`src/rtl/pc_next_unit.sv`:
```
// Program-counter block for the RV32I core: owns the PC, selects the next-PC source,
// raises misaligned/illegal traps, holds mepc/mcause and sequences BOOT/RUN/HANDLER/LOCKED.
module pc_next_unit #(
    parameter int              XLEN         = 32,
    parameter logic [XLEN-1:0] RESET_VECTOR = 32'h0000_0000,
    parameter logic [XLEN-1:0] TRAP_VECTOR  = 32'h0000_0100,
    parameter int              IALIGN       = 32
) (
    input  logic            clk,
    input  logic            rst,
    input  logic            stall,
    input  logic            instr_valid,
    input  logic            branch,
    input  logic            jump,
    input  logic            jalr,
    input  logic            mret,
    input  logic            illegal,
    input  logic            br_flag,
    input  logic [XLEN-1:0] imm,
    input  logic [XLEN-1:0] rs1_val,
    output logic [XLEN-1:0] pc,
    output logic [XLEN-1:0] pc_plus4,
    output logic [1:0]      pc_src,
    output logic            fetch_en,
    output logic            flush,
    output logic            trap_taken,
    output logic [XLEN-1:0] mepc,
    output logic [3:0]      mcause,
    output logic            locked
);

    typedef enum logic [1:0] {
        ST_BOOT    = 2'b00,
        ST_RUN     = 2'b01,
        ST_HANDLER = 2'b10,
        ST_LOCKED  = 2'b11
    } state_t;

    localparam logic [XLEN-1:0] PC_STEP     = XLEN'(32'd4);
    localparam logic [XLEN-1:0] CLEAR_BIT0  = ~(XLEN'(32'd1));
    localparam logic            CHECK_ALIGN = (IALIGN == 32);

    state_t          state_r;
    state_t          state_n_s;
    logic [XLEN-1:0] pc_r;
    logic [XLEN-1:0] mepc_r;
    logic [3:0]      mcause_r;
    logic            flush_r;
    logic            trap_taken_r;

    logic [XLEN-1:0] br_tgt_s;
    logic [XLEN-1:0] jalr_tgt_s;
    logic [XLEN-1:0] sel_tgt_s;
    logic [XLEN-1:0] next_pc_s;
    logic [1:0]      pc_src_s;
    logic            active_s;
    logic            redirect_s;
    logic            trap_s;
    logic            update_s;

    // Target arithmetic and prioritised next-PC source selection.
    always_comb begin
        br_tgt_s   = pc_r + imm;
        jalr_tgt_s = (rs1_val + imm) & CLEAR_BIT0;
        sel_tgt_s  = jalr ? jalr_tgt_s : br_tgt_s;
        redirect_s = jalr | jump | (branch & br_flag);
        active_s   = ((state_r == ST_RUN) || (state_r == ST_HANDLER)) && instr_valid;
        // Only a redirect that is actually taken can fault on a misaligned target.
        trap_s     = illegal | (CHECK_ALIGN & redirect_s & sel_tgt_s[1]);
        update_s   = active_s & ~stall;
        pc_src_s   = 2'b00;
        next_pc_s  = pc_r + PC_STEP;
        if (!active_s) begin
            pc_src_s  = 2'b00;
        end else if (trap_s) begin
            pc_src_s  = 2'b11;
            next_pc_s = TRAP_VECTOR;
        end else if (mret) begin
            pc_src_s  = 2'b11;
            next_pc_s = mepc_r;
        end else if (jalr) begin
            pc_src_s  = 2'b10;
            next_pc_s = jalr_tgt_s;
        end else if (jump || (branch && br_flag)) begin
            pc_src_s  = 2'b01;
            next_pc_s = br_tgt_s;
        end else begin
            pc_src_s  = 2'b00;
        end
    end

    // Next-state logic for the boot/run/handler/lockup sequencer.
    always_comb begin
        state_n_s = state_r;
        case (state_r)
            ST_BOOT: begin
                state_n_s = ST_RUN;
            end
            ST_RUN: begin
                if (update_s && trap_s) begin
                    state_n_s = ST_HANDLER;
                end else begin
                    state_n_s = ST_RUN;
                end
            end
            ST_HANDLER: begin
                if (update_s && trap_s) begin
                    state_n_s = ST_LOCKED;
                end else if (update_s && mret) begin
                    state_n_s = ST_RUN;
                end else begin
                    state_n_s = ST_HANDLER;
                end
            end
            ST_LOCKED: begin
                state_n_s = ST_LOCKED;
            end
            default: begin
                state_n_s = ST_BOOT;
            end
        endcase
    end

    // PC, trap CSRs, state and redirect pulses.
    always_ff @(posedge clk) begin
        if (rst) begin
            state_r      <= ST_BOOT;
            pc_r         <= RESET_VECTOR;
            mepc_r       <= '0;
            mcause_r     <= 4'd0;
            flush_r      <= 1'b0;
            trap_taken_r <= 1'b0;
        end else begin
            state_r      <= state_n_s;
            flush_r      <= update_s && (pc_src_s != 2'b00);
            trap_taken_r <= update_s && trap_s && (state_r == ST_RUN);
            if (update_s) begin
                pc_r <= next_pc_s;
            end
            // A second fault inside the handler must not clobber the first trap's context.
            if (update_s && trap_s && (state_r == ST_RUN)) begin
                mepc_r   <= pc_r;
                mcause_r <= illegal ? 4'd2 : 4'd0;
            end
        end
    end

    assign pc         = pc_r;
    assign pc_plus4   = pc_r + PC_STEP;
    assign pc_src     = pc_src_s;
    assign fetch_en   = (state_r == ST_RUN) || (state_r == ST_HANDLER);
    assign flush      = flush_r;
    assign trap_taken = trap_taken_r;
    assign mepc       = mepc_r;
    assign mcause     = mcause_r;
    assign locked     = (state_r == ST_LOCKED);

endmodule
```
`config.mk`:
```
export PLATFORM = sky130hd
export DESIGN_NAME = pc_next_unit
export DESIGN_NICKNAME = d
export VERILOG_FILES = /design/src/rtl/pc_next_unit.sv
export SDC_FILE = /design/constraint.sdc
export NUM_CORES = 1
export LEC_CHECK = 0
export CAP_MARGIN = 25
export CORE_ASPECT_RATIO = 0.75
export CORE_MARGIN = 2
export CORE_UTILIZATION = 47
export CTS_BUF_LIST = sky130_fd_sc_hd__clkbuf_2 sky130_fd_sc_hd__clkbuf_4 sky130_fd_sc_hd__clkbuf_8
export DETAILED_ROUTE_END_ITERATION = 7
export GPL_TIMING_DRIVEN = 0
export PLACE_DENSITY = 0.89
export SLEW_MARGIN = 15
export SYNTH_ARGS = -nofsm -noshare
export SYNTH_HDL_FRONTEND = slang
export SYNTH_SLANG_ARGS = --single-unit
```
`constraint.sdc`:
```
create_clock -name clk -period 3.5 [get_ports clk]
set_input_delay 1.05 -clock clk [delete_from_list [all_inputs] [get_ports clk]]
set_output_delay 1.05 -clock clk [all_outputs]
set_load 0.005 [all_outputs]
```
Word level (Yosys, flattened, before mapping)
Index checks and enable logic that the tools add are counted.

word-level totals
  bits in registers = 72
  input bits = 74
  word-level logic and storage cells = 45

operators by class
  add/sub/neg operators = 3
  equal/unequal tests = 3
  muxes and demuxes = 16
  bitwise gates (word level) = 7
  reductions and logical operators = 10

operators with widths
  cell                                           number
  2-to-1 mux 32 bit                              5
  adder 32 bit                                   2
  adder 32 x 3 -> 32 bit, second input constant  1
  2-to-1 mux 2 bit                               9
  case mux 2 bit (4 select lines)                1
  logical AND 1 bit                              6
  == test 2 bit, second input constant           2
  AND 1 bit                                      3
  OR 1 bit                                       3
  == test 2 x 1 -> 1 bit, second input constant  1
  zero test 2 bit                                1
  logical OR 1 bit                               2
  nonzero test 2 bit                             1
  2-to-1 mux 1 bit                               1
  inverter 1 bit                                 1

Depth between registers and ports, before layout
Gate-level depths: netlist of run 1.

  word-level depth = 9
  gate-level depth with buffers = 13
  depth with buffers taken out = 12

Worst setup path after synthesis of run 1
Ideal clock, no wire load.

  kind = input -> register
  from = input imm[0]
  to = register pc_r[30] (netlist: pc[30])
  setup time = 0.081 ns
  arrival = 3.429 ns
  required time = 3.419 ns
  slack = -0.009 ns
  stages on the path = 12
  cells stage by stage = ha_1 inv_1 fa_1 nand2b_1 a21oi_1 o31ai_4 o21ai_2 a2111oi_4 o21ai_2 a41oi_1 mux2_2 a41oi_1

between the ends
  cells in the longest elaborated chain, start to end = 6
  elaborated cells on any way between the ends = 10
  classes of those cells = add/sub: 2; mux: 6; bitwise: 2

RTL lines
  element                                                       line    text
  start: declaration                                            19      input logic [XLEN-1:0] imm,
  adder 32 bit (on tied branches)                               63, 64
  2-to-1 mux 32 bit / 2-to-1 mux 2 bit (equally long branches)  84, 65
  2-to-1 mux 32 bit / AND 1 bit (equally long branches)         81, 69
  2-to-1 mux 32 bit / OR 1 bit (equally long branches)          78, 69
  2-to-1 mux 32 bit *                                           75      end else if (trap_s) begin
  2-to-1 mux 32 bit *                                           73      if (!active_s) begin
  end signal: assignment                                        138     pc_r <= next_pc_s;
  end: declaration                                              45      logic [XLEN-1:0] pc_r;

Mark *: on every way between the ends. The rest lies on a longest branch, timed or not.
A chain may end at the register's enable or synchronous reset.

Worst setup path after layout of run 1
  from = input imm[0]
  to = output pc_src[1]

between the ends
  cells in the longest elaborated chain, start to end = 6
  elaborated cells on any way between the ends = 7
  classes of those cells = add/sub: 2; mux: 3; bitwise: 2

RTL lines
  element                          line    text
  adder 32 bit (on tied branches)  63, 64
  2-to-1 mux 2 bit *               65      sel_tgt_s = jalr ? jalr_tgt_s : br_tgt_s;
  AND 1 bit *                      69      trap_s = illegal | (CHECK_ALIGN & redirect_s & sel_tgt_s[1]);
  OR 1 bit *                       69
  2-to-1 mux 2 bit *               75
  2-to-1 mux 2 bit *               73
  end: declaration                 23      output logic [1:0] pc_src,

Marked as above.

==> impl_results.md, run 1 <==
* Status: complete, but fails checks
* Failing checks: negative setup slack
* Count leader, synth: nand2_1
* Clock share of power at 0.309
* Max-Cap Viols at 0
* Total CTS buffers at 9
* Layout cells sized above 1 at 0.2196
* Routability Congestion at 0.9988
* Top FF cell, synth: dfxtp_1
* Lkg Pwr at 4.283 nW
* Skew final at 0.008652 ns
* Final worst slack at -0.1822 ns
* Critical path origin: imm[0]
* CTS hold repair buffers at 0
* Delay of the slowest cell on the worst path at 0.52 ns
* Synth unique cells at 83
* Reg power frac at 0.319
* Power Internal at 1.600 mW
* 1st-iter DRT viols at 1,471
* Drt drc at 0
* Period utilization at 1.052
* Core Rows at 39
* Final min period at 3.682 ns
* Clock root cell: clkbuf_8
* Worst slew margin at 0.3947
* YS warnings at 0
* Die height at 111.9 microns
* Arrival time of the worst setup path at 2.63 ns
* Reg clk slew, reported paths at 0.08 ns
* Crit-path cells: buf_8, ha_4, inv_2, fa_1, nor2_1, a221o_1, nor3_4, nor2_1, buf_2
* Io pins at 180
* Sw frac at 0.3545
* Critical path's slowest cell: fa_1
* Drt wl/cell at 21.77 microns
* Crit. End Element: output port
* Post-synth top area share at 0.1894
* Hold path startpoint: mepc[3]
* CP Class: input port to output port
* Seq/Total Area, Yosys at 0.1894
* Layout Utilization at 0.7074
* Syn_area_per_cell at 7.397 sq um
* Initial Util at 0.4790
* Worst slew pin tran at 0.9046 ns
* Post-synth top area cell: dfxtp_1
* Gr usage total at 0.3448
* Nets at 1,362
* Post-synth top cells: 141 x nand2_1, 119 x a21oi_1, 69 x dfxtp_1, 67 x nor2_1, 66 x ha_1
* Vias per inst at 6.506
* RSZ-0062 raised after global routing: yes
* Clock tree from TritonCTS: done
* Core area at 0.01522 sq mm
* Largest net degree at the start of global routing at 13
* Setup_tns at -0.3571 ns
* Critical R2R Launch: pc[0]
* Final ANT Viol Nets at 0
* Cells after synthesis at 986
* Initial antenna violation count at 0
* Area contributors post-synth: dfxtp_1 19%, ha_1 11%, a21oi_1 8.2%
* Type of the tightest min-delay check: flip-flop to flip-flop
* Crit Path Max Fanout at 3
* Mapped Area at 0.007293 sq mm
* CTS max path bufs at 2
* Clock sink total at 69
* Fin. Hold Viols at 0
* Most used cell, CP: nor2_1
* Final setup viols at 6
* Die width at 147.8 microns
* Vias in the first global route at 8,303
* H-tree levels at 3
* Worst EP required at 2.45 ns
* FF+latch count, synth at 69
* Number of port buffers at 173
* Comb pwr share at 0.372
* Via Count at 9,304
* P_sw at 0.8787 mW
* Placed cell count at 1,367
* Slew Limit Fails at 0
* Share of synthesized registers carrying an async set or reset at 0
* Routed WL at 31.13 mm
* Layout Cells excl Fill at 1,430
* First-pass GRT wire length at 45.07 mm
* Total power at 2.478 mW
* Ant diodes at 0
* Startpoint Class: input port
* Fmax at 0.2716 GHz
* Total grt overflow at 0
* Pre-antenna DRT Iters at 5
* Hpwl dp at 22.30 mm
* Worst IR drop on VDD at 0.0002406 V
* Synth-to-Final Area Change at 47.68%
* Number of synthesized flops with an enable pin at 0
* Skew-Pair Late Insertion Delay at 0.36 ns
* Pwr dens at 230.1 mW/mm^2
* Die Area at 0.01654 sq mm
[state kept, by name, indices dropped and copies added, names as in the netlist]
signal      count
trap_taken      1
state_r         2
mepc           32
pc             32
mcause          1
flush           1
[placed cells by master, fill, tap and decap left out, types with 12 or more instances in the layout]
| cell type | n |
|---|---|
| a21o_1 | 28 |
| a21oi_1 | 104 |
| a22oi_1 | 25 |
| buf_4 | 64 |
| clkbuf_1 | 24 |
| clkbuf_2 | 12 |
| clkdlybuf4s50_1 | 140 |
| dfxtp_1 | 49 |
| dfxtp_4 | 13 |
| dlygate4sd2_1 | 12 |
| dlymetal6s2s_1 | 13 |
| ha_1 | 39 |
| ha_4 | 19 |
| inv_1 | 16 |
| nand2_1 | 136 |
| nand2b_1 | 13 |
| nand3_1 | 29 |
| nand4_1 | 16 |
| nor2_1 | 60 |
| nor3_1 | 13 |
| o211ai_1 | 12 |
| o21ai_0 | 38 |
| xnor2_1 | 41 |
| xor2_1 | 19 |
[final timing paths]
kind                                   to  slack (ns)  cells past startpoint
worst max-delay path            pc_src[1]       -0.18                      9
worst min register to register    mepc[3]        0.47                      2
worst max register to register      pc[5]        0.18                     11
worst min-delay path              mepc[3]        0.47                      2
[layer usage]
metal,share of wire,track usage
met5,0,0
met4,0.035,0.1073
met3,0.14,0.08975
met2,0.41,0.4971
met1,0.41,0.5015
[what timing repair did]
item / 4_1_cts / 5_1_grt
gates resized for setup: 155 / 120
pin swaps: 33 / 55
endpoints found under the setup margin: 84 / 49
buffers inserted: 26 / 32
[power by group through the flow]
stage,Clock (mW),Combinational [mW],Sequential (mW)
2_1_floorplan,0,0.478,0.815
3_3_place_gp,0,0.742,0.819
3_5_place_dp,0,0.751,0.819
4_1_cts,0.756,0.810,0.792
5_1_grt,0.786,0.978,0.790
6_report,0.765,0.923,0.790
[critical path: cells and delay by family]
kind	cells	cell delay, ns
buf+inv	3	0.25
compound gates	1	0.37
simple gates	3	0.30
fa+ha+maj	2	0.65
[stage by stage]
| step | cell area, sq um | worst slack, ns | hold WS [ns] |
|---|---|---|---|
| final | 10770 | -0.1822 | 0.4716 |
| after global placement | 9289 | -1.137 | 0.4594 |
| after floorplan | 7301 | 0.006352 | 0.4527 |
| after detailed placement | 9296 | -1.122 | 0.4540 |
| after CTS | 10160 | -0.2255 | 0.4694 |
| after global routing | 10770 | -0.2312 | 0.5004 |
[logic make-up (layout without fill, tap and decap cells)]
kind of cell / count (synthesis) / in the layout / synth area share
muxes: 6 / 6 / 0.008406
adders and majority gates: 68 / 68 / 0.1187
other: 1 / 3 / 0.0005142
AOI/OAI and AO/OA: 355 / 355 / 0.3375
DFF: 69 / 69 / 0.1894
and+or+nand+nor: 335 / 335 / 0.2138
buffers and inverters: 80 / 317 / 0.04529
xor gates and xnor gates: 72 / 72 / 0.08646
[area by class of cell]
class                      instances  area, sq um
buffer                            49        252.7
timing repair buffer             231         2173
clock buffer                      11        145.1
multi-input combinational        839         6339
fill                            1134         4454
tap                              205        256.5
inverter                          21        81.33
clock inverter                     5        83.83
sequential                        69         1439
No activity file was read; power rests on OpenSTA's default activity.
==> run 2, diff against run 1 <==
--- a/config.mk
+++ b/config.mk
@@ -11,7 +11,6 @@
 export CORE_UTILIZATION = 47
 export CTS_BUF_LIST = sky130_fd_sc_hd__clkbuf_2 sky130_fd_sc_hd__clkbuf_4 sky130_fd_sc_hd__clkbuf_8
 export DETAILED_ROUTE_END_ITERATION = 7
-export GPL_TIMING_DRIVEN = 0
 export PLACE_DENSITY = 0.89
 export SLEW_MARGIN = 15
 export SYNTH_ARGS = -nofsm -noshare
==> run 2 against run 1 <==
The flow still finishes with violations (negative setup slack). Non-clock buffer count increased by 137. Sequential power grew 0.5%. Sequential cell count unchanged. Worst hold slack better by 0.0063 ns. Fmax rose by 2.5%. Design area up 9.0%. Die area stayed put. Cell count rose by 9.6%. Critical endpoint unchanged. Largest power group unchanged.
==> impl_results.md, run 2 (same netlist as run 1, synthesis figures left out) <==
* Worst slew margin at 0.5437 (+0.1491)
* Commonest non-fill, non-tap cell in the layout: buf_4
* Vias per inst at 6.297 (-3.2%)
* Core Rows at 39 (unchanged)
* Pwr dens at 214.6 mW/mm^2 (-6.7%)
* Initial antenna violation count at 0 (unchanged)
* Slew Limit Fails at 0 (unchanged)
* Stages on worst setup path at 9 (unchanged)
* 1st-iter DRT viols at 1,510 (+2.7%)
* Crit Path Max Fanout at 3 (unchanged)
* Reg2Reg Depth at 15 (+4)
* Layout Cells excl Fill at 1,567 (+9.6%)
* Period utilization at 1.027 (-0.02554)
* Clock tree from TritonCTS: done
* Largest net degree at the start of global routing at 64 (+51)
* Worst EP required at 2.45 ns (about the same)
* Worst IR drop on VDD at 0.0002001 V (-17%)
* Vias in the first global route at 9,181 (+11%)
* Max-Cap Viols at 0 (unchanged)
* Fmax at 0.2783 GHz (+2.5%)
* RSZ-0062 raised after global routing: yes
* Nets at 1,499 (+10%)
* Critical path origin: imm[0]
* Clock root cell: clkbuf_8
* Crit-path cells: buf_8, ha_4, inv_2, fa_1, nor2_1, a221o_1, nor3_2, nor2_1, buf_2
* Drt drc at 0 (unchanged)
* Final worst slack at -0.09278 ns (+0.08941 ns)
* Cell Area, Placed at 0.01078 sq mm (+16%)
* Skew final at 0.009641 ns (+0.0009886 ns)
* Failing checks: negative setup slack
* Hold Crit Depth at 2 (unchanged)
* Synth-to-Final Area Change at 60.97%
* First-pass GRT wire length at 49.17 mm (+9.1%)
* CP delay by family, top: adder cells
* Io pins at 180 (unchanged)
* Commonest non-fill, non-tap cells in the layout: 239 x buf_4, 148 x clkdlybuf4s50_1, 138 x nand2_1, 104 x a21oi_1, 66 x nor2_1
* Final min period at 3.593 ns (-0.08941 ns)
* Crit path buffers/inverters at 3 (unchanged)
* CTS hold repair buffers at 0 (unchanged)
* Skew-Pair Late Insertion Delay at 0.36 ns (about the same)
* CP Class: input port to output port
* Most used cell, CP: nor2_1
* Lkg Pwr at 5.007 nW (+17%)
* Die height at 111.9 microns (unchanged)
* Worst slew pin tran at 0.6844 ns (-0.2202 ns)
* Die width at 147.8 microns (unchanged)
* Hpwl dp at 24.17 mm (+8.4%)
* Hold path startpoint: mepc[1]
* Routed WL at 33.66 mm (+8.1%)
* Reg clk slew, reported paths at 0.08 ns (about the same)
* H-tree levels at 3 (unchanged)
* Pre-antenna DRT Iters at 7 (+2)
* Type of the tightest min-delay check: flip-flop to flip-flop
* Fin. Hold Viols at 0 (unchanged)
* Startpoint Class: input port
* Gr usage total at 0.3726 (+0.02786)
* Final ANT Viol Nets at 0 (unchanged)
* Initial Util at 0.4790 (unchanged)
* Core area at 0.01522 sq mm (unchanged)
* Delay of the slowest cell on the worst path at 0.48 ns (-0.04 ns)
* Critical R2R Launch: pc[0]
* Arrival time of the worst setup path at 2.54 ns (-0.09 ns)
* Status: complete, but fails checks
* Critical path's slowest cell: fa_1
* Via Count at 9,867 (+6.1%)
* Final setup viols at 2 (-4)
* Drt wl/cell at 21.48 microns (-1.3%)
* Total CTS buffers at 9 (unchanged)
* Die Area at 0.01654 sq mm (unchanged)
* Layout cells sized above 1 at 0.2893 (+0.06969)
* Setup_tns at -0.09711 ns (+0.2600 ns)
* Number of port buffers at 176 (+1.7%)
* Total grt overflow at 0 (unchanged)
* Clock sink total at 69 (unchanged)
* CTS max path bufs at 2 (unchanged)
* Crit. End Element: output port
* Routability Congestion at 1.040 (+4.1%)
* Final instance area at 0.01174 sq mm (+9.0%)
* Placed cell count at 1,536 (+12%)
* Ant diodes at 0 (unchanged)
run 2: cell type report:
| class | instances | area [sq um] |
|---|---|---|
| Fill cell | 1017 | 3485 |
| Tap cell | 205 | 256.5 |
| Clock inverter | 6 | 62.56 |
| Inverter | 21 | 78.83 |
| Multi-Input combinational cell | 839 | 6231 |
| Clock buffer | 10 | 137.6 |
| Sequential cell | 69 | 1390 |
| Timing Repair Buffer | 417 | 3583 |
run 2: worst paths after layout:
kind / end / slack, ns
hold / removal: mepc[1] / 0.48
hold reg to reg: mepc[1] / 0.48
setup reg to reg: pc[28] / 0.41
setup / recovery: pc_src[1] / -0.09
run 2: metal layers:
metal / track usage / wire length [microns]
met1: 0.5243 / 13210
met2: 0.5656 / 14440
met3: 0.08402 / 4665
met4: 0.1213 / 1340
met5: 0 / 0
run 2: timing repair:
action / 4_1_cts / 5_1_grt
resized for setup: 91 / 79
endpoints found under the hold margin: 0 / 0
pin swaps: 30 / 44
setup buffers: 6 / 9
endpoints found under the setup margin: 35 / 29
run 2: worst reg2reg max path: stages, from the launching register on:
cell and delay (ns):
dfxtp_1 0.41, ha_4 0.17, inv_2 0.04, fa_1 0.40, nand2b_1 0.19, a21oi_1 0.14, buf_4 0.16, o31ai_4 0.07
o21ai_2 0.18, a2111oi_4 0.11, buf_4 0.17, o41ai_4 0.34, buf_4 0.17, xnor2_1 0.06, a221o_1 0.36, o21ai_2 0.06
run 2: report_power, final:
| group | internal [mW] | switching (mW) | total [mW] |
|---|---|---|---|
| sequential | 0.789 | 0.00524 | 0.794 |
| clock | 0.346 | 0.329 | 0.675 |
| combinational | 0.483 | 0.567 | 1.05 |
| total | 1.62 | 0.901 | 2.52 |
run 2: metrics by stage:
step | utilization | setup slack (ns) | hold WS (ns) | total power [mW]
after CTS | 0.7425 | -0.1503 | 0.4794 | 2.417
after global placement | 0.7081 | -0.9506 | 0.4532 | 1.711
final | 0.7711 | -0.09278 | 0.4780 | 2.519
after detailed placement | 0.7081 | -0.9560 | 0.4631 | 1.727
after global routing | 0.7711 | -0.1508 | 0.4937 | 2.593
after floorplan | - | 0.006352 | 0.4527 | 1.293
